File: src/rtl/serial_adder.sv
// rtl/serial_adder.sv - bit-serial add/subtract unit: one full-adder cell plus a carry flip-flop
// Processes LSB first, one bit per clock, behind a start/busy/done handshake.
module serial_adder #(
    parameter  int WIDTH = 8,
    localparam int CNT_W = $clog2(WIDTH + 1)
) (
    input  logic             clk,
    input  logic             rst_n,
    input  logic             start,
    input  logic             sub,
    input  logic [WIDTH-1:0] a,
    input  logic [WIDTH-1:0] b,
    output logic             busy,
    output logic             done,
    output logic [WIDTH-1:0] sum,
    output logic             cout,
    output logic             overflow
);

    localparam logic [1:0] S_IDLE = 2'd0;
    localparam logic [1:0] S_BUSY = 2'd1;
    localparam logic [1:0] S_DONE = 2'd2;

    localparam logic [CNT_W-1:0] LAST_CNT = CNT_W'(WIDTH - 1);

    logic [1:0]       r_state;
    logic [WIDTH-1:0] r_a_sh;
    logic [WIDTH-1:0] r_b_sh;
    logic [WIDTH-2:0] r_s_sh;
    logic             r_carry;
    logic [CNT_W-1:0] r_cnt;
    logic [WIDTH-1:0] r_sum;
    logic             r_cout;
    logic             r_overflow;

    logic             w_s;
    logic             w_c;
    logic [WIDTH-1:0] w_s_next;
    logic [WIDTH-1:0] w_b_load;

    // The single full-adder cell shared by every bit position.
    assign w_s = r_a_sh[0] ^ r_b_sh[0] ^ r_carry;
    assign w_c = (r_a_sh[0] & r_b_sh[0]) | (r_a_sh[0] & r_carry) | (r_b_sh[0] & r_carry);

    // Partial result with the current bit entering at the MSB; on the last bit this is the full sum.
    assign w_s_next = {w_s, r_s_sh};
    assign w_b_load = sub ? ~b : b;

    always_ff @(posedge clk or negedge rst_n) begin
        if (!rst_n) begin
            r_state    <= S_IDLE;
            r_a_sh     <= '0;
            r_b_sh     <= '0;
            r_s_sh     <= '0;
            r_carry    <= 1'b0;
            r_cnt      <= '0;
            r_sum      <= '0;
            r_cout     <= 1'b0;
            r_overflow <= 1'b0;
        end else begin
            case (r_state)
                S_BUSY: begin
                    r_a_sh  <= r_a_sh >> 1;
                    r_b_sh  <= r_b_sh >> 1;
                    r_s_sh  <= w_s_next[WIDTH-1:1];
                    r_carry <= w_c;
                    r_cnt   <= r_cnt + 1'b1;
                    if (r_cnt == LAST_CNT) begin
                        // r_carry here is the carry into the MSB.
                        r_sum      <= w_s_next;
                        r_cout     <= w_c;
                        r_overflow <= w_c ^ r_carry;
                        r_state    <= S_DONE;
                    end
                end
                S_IDLE, S_DONE: begin
                    if (start) begin
                        r_a_sh  <= a;
                        r_b_sh  <= w_b_load;
                        r_carry <= sub;
                        r_cnt   <= '0;
                        r_state <= S_BUSY;
                    end else begin
                        r_state <= S_IDLE;
                    end
                end
                default: r_state <= S_IDLE;
            endcase
        end
    end

    assign busy     = (r_state == S_BUSY);
    assign done     = (r_state == S_DONE);
    assign sum      = r_sum;
    assign cout     = r_cout;
    assign overflow = r_overflow;

endmodule
File: config.mk
export PLATFORM = sky130hd
export DESIGN_NAME = serial_adder
export DESIGN_NICKNAME = d
export VERILOG_FILES = /design/src/rtl/serial_adder.sv
export SDC_FILE = /design/constraint.sdc
export NUM_CORES = 1
export LEC_CHECK = 0
export CAP_MARGIN = 20
export CORE_ASPECT_RATIO = 0.8
export CORE_MARGIN = 5
export CORE_UTILIZATION = 58
export CTS_BUF_LIST = sky130_fd_sc_hd__clkbuf_4
export DETAILED_ROUTE_END_ITERATION = 10
export PLACE_DENSITY = 0.87
export SYNTH_ARGS = -nofsm -noshare
export SYNTH_HDL_FRONTEND = slang
export SYNTH_SLANG_ARGS = --single-unit
export TNS_END_PERCENT = 5
File: constraint.sdc
create_clock -name clk -period 2.7 [get_ports clk]
set_clock_uncertainty 0.15 [all_clocks]
set_input_delay 0.81 -clock clk [delete_from_list [all_inputs] [get_ports clk]]
set_output_delay 0.81 -clock clk [all_outputs]
set_load 0.01 [all_outputs]
== Word-level counts from Yosys, hierarchy flattened ==
Index checks and enable logic that the tools add are counted.
Operators by class
  add/sub/neg operators: 1
  multipliers: 0
  divide/modulo/power cells: 0
  magnitude comparators: 0
  eq/ne operators: 5
  shift operators: 0
  multiplexer cells: 12
  bitwise gates (word level): 9
  reduce and logical (&&, ||, !) cells: 5
Operator list (number)
  one-hot mux 8 bit (2 select lines): 2
  two-way mux 8 bit: 3
  inverter 8 bit: 1
  one-hot mux 4 bit (2 select lines): 1
  adder 4 x 1 -> 4 bit (second input constant): 1
  == test 4 x 3 -> 1 bit (second input constant): 1
  two-way mux 4 bit: 1
  one-hot mux 2 bit (2 select lines): 1
  AND reduction 2 bit: 2
  AND 1 bit: 3
  bitwise XOR 1 bit: 3
  == test 2 x 1 -> 1 bit (second input constant): 1
  == test 2 bit (second input constant): 1
  logical NOT 2 bit: 1
  two-way mux 1 bit: 2
  two-way mux 2 bit: 1
  inequality test 2 x 1 -> 1 bit (second input constant): 1
  inequality test 2 bit (second input constant): 1
  bitwise OR 1 bit: 2
  one-hot mux 1 bit (2 select lines): 1
  nonzero test 2 bit: 1
  OR reduction 2 bit: 1
Word-level totals
  bits in registers: 40
  bits in latches: 0
  memory bits (writable): 0
  bits in read-only memories: 0
  input port bits: 20
  output and inout bits: 12
  word-level logic and storage cells: 41
  memories: 0

== Longest topological paths before layout ==
Gate-level depths: netlist of run 1.
  word-level depth: 4
  mapped depth: 6
  depth with buffers taken out: 4

== Worst setup path after synthesis of run 1 ==
No wires, ideal clock.
  path type: register to output
  start: register r_state[1]
  end: output busy
  arrival: 0.949 ns
  slack: 0.791 ns
  cell stages (with the launch flop): 5
  path buffers: 2
  path through: dfrtp_1 nand2b_1 buf_4 inv_4 buf_2
Between the ends
  word-level cells in the longest chain between the ends: 1
RTL lines
  from (decl): line 26  | logic [1:0] r_state;
  from (signal assigned): line 51  | r_state <= S_IDLE;
  from (signal assigned): line 73  | r_state <= S_DONE;
  from (signal assigned): line 82  | r_state <= S_BUSY;
  == test 2 x 1 -> 1 bit: line 92  | assign busy = (r_state == S_BUSY);
  to (decl): line 13  | output logic busy,
No other way between the ends.

== Worst setup path after layout of run 1 ==
Same ends and word-level chain as after synthesis.

==> flow_summary.yaml, run 1 <==
sta:
  hold_violations: 0
  rsz0062_at_grt: "no"
  slew_violations: 0
  worstMarginPinSlew_ns: 0.8408
  whs_ns: 0.3411
  tns_ns: 0
  postLayoutSetupSlackWorst_ns: 0.2289
  slew_headroom: 0.4394
  setup_viol_count_final: 0
  fmaxAchievable_ghz: 0.4047
  period_needed_ns: 2.471
  fin_crit_sh: 0.9152
pwr:
  p_leak_nw: 0.9905
  vdd_drop_max_uv: 421.0
  power_per_cell_area_nw_per_um2: 1056
global_routing:
  gr-total-overflow: 0
  grt_start_max_net_pins: 41
  grt.busiest_layer: "met2"
  grt_pass1_vias: 1233
  use_met1: 0.2121
  antenna_found_initial: 0
  track_usage: 0.1748
  grt_pass1_wl_mm: 5.582
  met3_usage: 0.05763
  gr-usage-met2: 0.2814
clock_network:
  cts.repair.resized: 0
  cts_buffer_depth: 2
  cts_tree: "built"
  cts_made_buffers: 5
  post-cts-setup-buffers: 0
  cts_num_sinks: 40
  clockRootBuffer: "clkbuf_4"
  ctsHoldBuffers: 0
  cts_htree_levels: 2
  clk_latency_ns: 0.34
  path_clk_slew_ns: 0.10
worst_setup_path:
  r2r_cells: 4
  critPathLaunchType: "flip-flop"
  end_kind: "primary output"
  cp_max_fo: 3
  r2r-start: "r_state[1]$_DFFE_PN0P_"
  r2r_setup_slack_ns: 0.74
  cp.required_ns: 1.74
  crit_type: "reg -> out"
  reg2reg_to: "sum[0]$_DFFE_PN0P_"
  arrival_ns: 1.51
finish:
  layout.nets: 205
  nFillCells: 198
  area_growth_pct: 20.38
  final_cell_mix: "40 x dfrtp_1, 30 x clkdlybuf4s50_1, 24 x nand2_1"
  drive_gt1_frac: 0.07182
  multiInputGateArea_um2: 708.2
  finish.utilization: 0.7467
  seq_area_um2: 1001
  diodes: 0
  final_common_cell: "dfrtp_1"
routing:
  drc: 0
  dr.pass1.iters: 4
  viasPerCell: 5.566
  wl_per_cell_um: 14.45
  ant_nets: 0
  vias: 1219
  initialDrtViolationCount: 132
  routed_wl_mm: 3.165
placed_design:
  globalplace.congestion: 0.7126
  io_buffers: 31
  place_hpwl_mm: 2.230
  pre_cts_ws_ns: 0.2824
synth:
  synth_area_um2: 1768
  yosysUniqueCellTypes: 25
  synth-seq-cells: 40
  synth.avg_cell_area_um2: 11.71
  synthesis.nets: 173
  syn-instance-count: 151
  ys_seq_area_frac: 0.5662
  yosysWarnings: 0
floorplan:
  die_h_um: 59.38
  ios: 32
  floorplan.initialDensity: 0.6203
  die-area_um2: 4259
  rows: 17
  die_width_um: 71.73
  core_area_um2: 2850
outcome:
  status: "complete, no violations"
min_path:
  whs_path_depth: 2
  min-delay-start: "r_s_sh[0]$_DFFE_PN0P_"
  hold_path.class: "reg -> reg"
  worst_hold_path.endpoint: "r_s_sh[0]$_DFFE_PN0P_"
flow_run:
  maxCapViolCount: 0
[sequential cells by signal, indices dropped and copies added (netlist names)]
name / cells
r_cnt: 4
r_state: 2
overflow: 1
r_carry: 1
r_b_sh: 8
r_a_sh: 8
r_s_sh: 7
sum: 8
cout: 1
[cell type report]
| cell class | instances | share of cell area |
|---|---|---|
| inverters | 1 | 0.002939 |
| multi-input cells | 101 | 0.3327 |
| well taps | 38 | 0.02234 |
| clock buffers | 5 | 0.01764 |
| repair buffers | 34 | 0.1540 |
| flip-flops and latches | 40 | 0.4703 |
[power breakdown]
part	leakage [nW]	switching [mW]	internal [mW]	total (mW)
clock	0.0230	0.168	0.0871	0.255
combinational	0.459	0.476	0.486	0.962
sequential	0.509	0.169	0.862	1.03
[critical path, stage by stage (launching register included)]
cell and delay (ns):
dfrtp_1 0.39, nand2b_1 0.19, inv_4 0.07, clkdlybuf4s50_1 0.52
[worst max-delay path by stage]
stage                           startpoint                     to  slack [ns]  cells past startpoint
floorplan           r_state[1]$_DFFE_PN0P_                   busy        0.79                      4
global placement                     start  r_b_sh[0]$_DFFE_PN0P_        0.31                      4
detailed placement                   start  r_b_sh[3]$_DFFE_PN0P_        0.28                      4
CTS                 r_state[1]$_DFFE_PN0P_                   busy        0.19                      3
global route        r_state[1]$_DFFE_PN0P_                   busy        0.13                      3
finish              r_state[1]$_DFFE_PN0P_                   busy        0.23                      3
[cell usage after synthesis]
master,instances,area [µm²]
dfrtp_1,40,1001
nand2_1,24,90.09
mux2_1,9,101.4
mux2i_1,9,90.09
nand3_1,9,45.04
nor2_1,8,30.03
o21ai_1,8,40.04
xnor2_1,8,70.07
a221o_1,7,70.07
buf_2,6,30.03
a22o_1,4,35.03
nand2b_1,3,18.77
nor2b_1,2,12.51
o21ai_0,2,10.01
xor2_1,2,17.52
buf_4,1,7.510
buf_6,1,11.26
clkbuf_1,1,3.750
fa_1,1,20.02
ha_1,1,12.51
inv_4,1,6.260
mux2_2,1,11.26
nand4_1,1,6.260
nor2_4,1,11.26
nor3_4,1,16.27
[per-layer routing]
layer	share of wire	wire length, µm	vias up
met4	0.019	59	0
met2	0.48	1512	22
met3	0.049	154	6
met1	0.45	1438	607
met5	0	0	-
li1	-	-	584
[logic make-up after synthesis]
logic type / count (synthesis) / synth area share
AO/OA/AOI/OAI: 21 / 0.08776
XOR/XNOR: 10 / 0.04954
adder cells (fa/ha/maj): 2 / 0.01840
buffers and inverters: 10 / 0.03326
flip-flops: 40 / 0.5662
multiplexers: 19 / 0.1147
AND/OR/NAND/NOR: 49 / 0.1302
[per-stage QoR]
stage	area, µm²	instances	total power, mW
2_1_floorplan	1768	151	1.667
3_3_place_gp	2091	214	1.965
3_5_place_dp	2091	214	2.019
4_1_cts	2128	219	2.281
5_1_grt	2128	219	2.431
6_report	2128	219	2.247
Power figures use the tool's default switching activity.
==> run 2, diff against run 1 <==
Settings changed: CORE_ASPECT_RATIO 0.8 to 1.2.
==> run 2 against run 1 <==
Register-to-register slack worse by 0.02 ns. Cell area up 0.88%. First-iteration DRC count down 71%. Critical endpoint unchanged. Largest cell class unchanged.
==> flow_summary.yaml, run 2 (synthesized netlist as in run 1, its figures left out) <==
pwr:
  swShare: 0.3700
  pwr-share-clk: 0.123
  seqPwrFrac: 0.449
  p_int_mw: 1.448
  vdd_drop_max_uv: 718.4
  share_comb_of_total_power: 0.428
  power_per_cell_area_nw_per_um2: 1070
  p_sw_mw: 0.8505
  p_leak_nw: 1.004
clock_network:
  cts_tree: "built"
  clockRootBuffer: "clkbuf_4"
  ctsHoldBuffers: 0
  post-cts-setup-buffers: 0
  path_clk_slew_ns: 0.12
  clk_latency_ns: 0.34
  cts_num_sinks: 40
  cts_htree_levels: 2
  cts_made_buffers: 5
  cts_buffer_depth: 2
  cts.repair.resized: 0
routing:
  viasPerCell: 5.633
  wl_per_cell_um: 15.20
  dr.pass1.iters: 4
  vias: 1245
  drc: 0
  ant_nets: 0
  initialDrtViolationCount: 38
  routed_wl_mm: 3.359
finish:
  diodes: 0
  final_common_cell: "dfrtp_1"
  final_cell_area_um2: 2147
  nFillCells: 208
  area_growth_pct: 21.44
  drive_gt1_frac: 0.08649
  final_cell_mix: "40 x dfrtp_1, 30 x clkdlybuf4s50_1, 24 x nand2_1"
  layout.nets: 206
worst_setup_path:
  max_stage_delay_ns: 0.52
  crit_type: "reg -> out"
  arrival_ns: 1.53
  end_kind: "primary output"
  cp_max_fo: 3
  cp.required_ns: 1.74
  path_cells: "nand2b_1 > inv_4 > clkdlybuf4s50_1"
  crit_path_top_delay_cell: "clkdlybuf4s50_1"
  r2r_cells: 4
  critPathLaunchType: "flip-flop"
sta:
  whs_ns: 0.3466
  tns_ns: 0
  fin_crit_sh: 0.9209
  hold_violations: 0
  period_needed_ns: 2.486
  fmaxAchievable_ghz: 0.4022
  slew_violations: 0
  slew_headroom: 0.4175
  rsz0062_at_grt: "no"
  setup_viol_count_final: 0
  worstMarginPinSlew_ns: 0.8738
global_routing:
  grt_start_max_net_pins: 41
  met3_usage: 0.05730
  gr-total-overflow: 0
  grt.busiest_layer: "met2"
  antenna_found_initial: 0
  use_met1: 0.2436
  track_usage: 0.1869
  gr-usage-met2: 0.3005
  grt_pass1_wl_mm: 5.954
  grt_pass1_vias: 1290
floorplan:
  floorplan.initialDensity: 0.5892
  die-area_um2: 4257
  core_area_um2: 3000
  die_h_um: 70.48
  ios: 32
  rows: 22
  die_width_um: 60.40
min_path:
  hold_path.class: "reg -> reg"
  whs_path_depth: 1
flow_run:
  maxCapViolCount: 0
placed_design:
  place_area_um2: 2096
  globalplace.congestion: 0.7852
  io_buffers: 31
  place_hpwl_mm: 2.346
outcome:
  status: "complete, no violations"
run 2: changes by cell type in the layout (fill, tap and decap cells not counted), sizes merged:
cell    before  now
buf          4    5
clkinv       0    3
run 2: area by class of cell:
cell class / instances / area [µm²] / share of cell area
clock buffers: 5 / 37.54 / 0.01748
clock inverters: 3 / 13.76 / 0.006410
inverters: 1 / 6.256 / 0.002914
multi-input cells: 101 / 708.2 / 0.3298
flip-flops and latches: 40 / 1001 / 0.4662
well taps: 36 / 45.04 / 0.02098
repair buffers: 35 / 335.3 / 0.1562
run 2: worst paths after layout:
kind                                        start               endpoint  slack [ns]
setup / recovery           r_state[1]$_DFFE_PN0P_                   busy        0.21
setup reg to reg           r_state[1]$_DFFE_PN0P_     sum[4]$_DFFE_PN0P_        0.72
min in group asynchronous                   rst_n  r_s_sh[5]$_DFFE_PN0P_        0.42
max in group asynchronous                   rst_n   r_cnt[3]$_DFFE_PN0P_        1.43
hold / removal                 sum[5]$_DFFE_PN0P_     sum[5]$_DFFE_PN0P_        0.35
hold reg to reg                sum[5]$_DFFE_PN0P_     sum[5]$_DFFE_PN0P_        0.35
run 2: through the flow:
stage	utilization	cells	setup slack, ns	power, mW
floorplan	-	151	0.7915	1.667
global placement	0.6985	213	0.3414	1.962
detailed placement	0.6985	213	0.2960	2.033
CTS	0.7156	221	0.1872	2.324
global route	0.7156	221	0.1123	2.499
finish	0.7156	221	0.2135	2.298
run 2: critical path, delay by kind of cell (launching register included):
kind,cells,cell delay [ns]
flip-flops,1,0.41
AND/OR/NAND/NOR,1,0.19
buffers and inverters,2,0.59
run 2: metal layers:
metal	vias to the layer above	routed length [µm]
li1	591	-
met1	614	1414
met2	38	1753
met3	2	176
met4	0	14
met5	-	0
run 2: power by group through the flow:
| stage | clock network [mW] | logic (mW) | registers (mW) |
|---|---|---|---|
| 5_1_grt | 0.323 | 1.10 | 1.07 |
| 3_3_place_gp | 0 | 0.937 | 1.03 |
| 4_1_cts | 0.293 | 0.999 | 1.03 |
| 6_report | 0.283 | 0.983 | 1.03 |
| 3_5_place_dp | 0 | 0.990 | 1.04 |
| 2_1_floorplan | 0 | 0.631 | 1.04 |
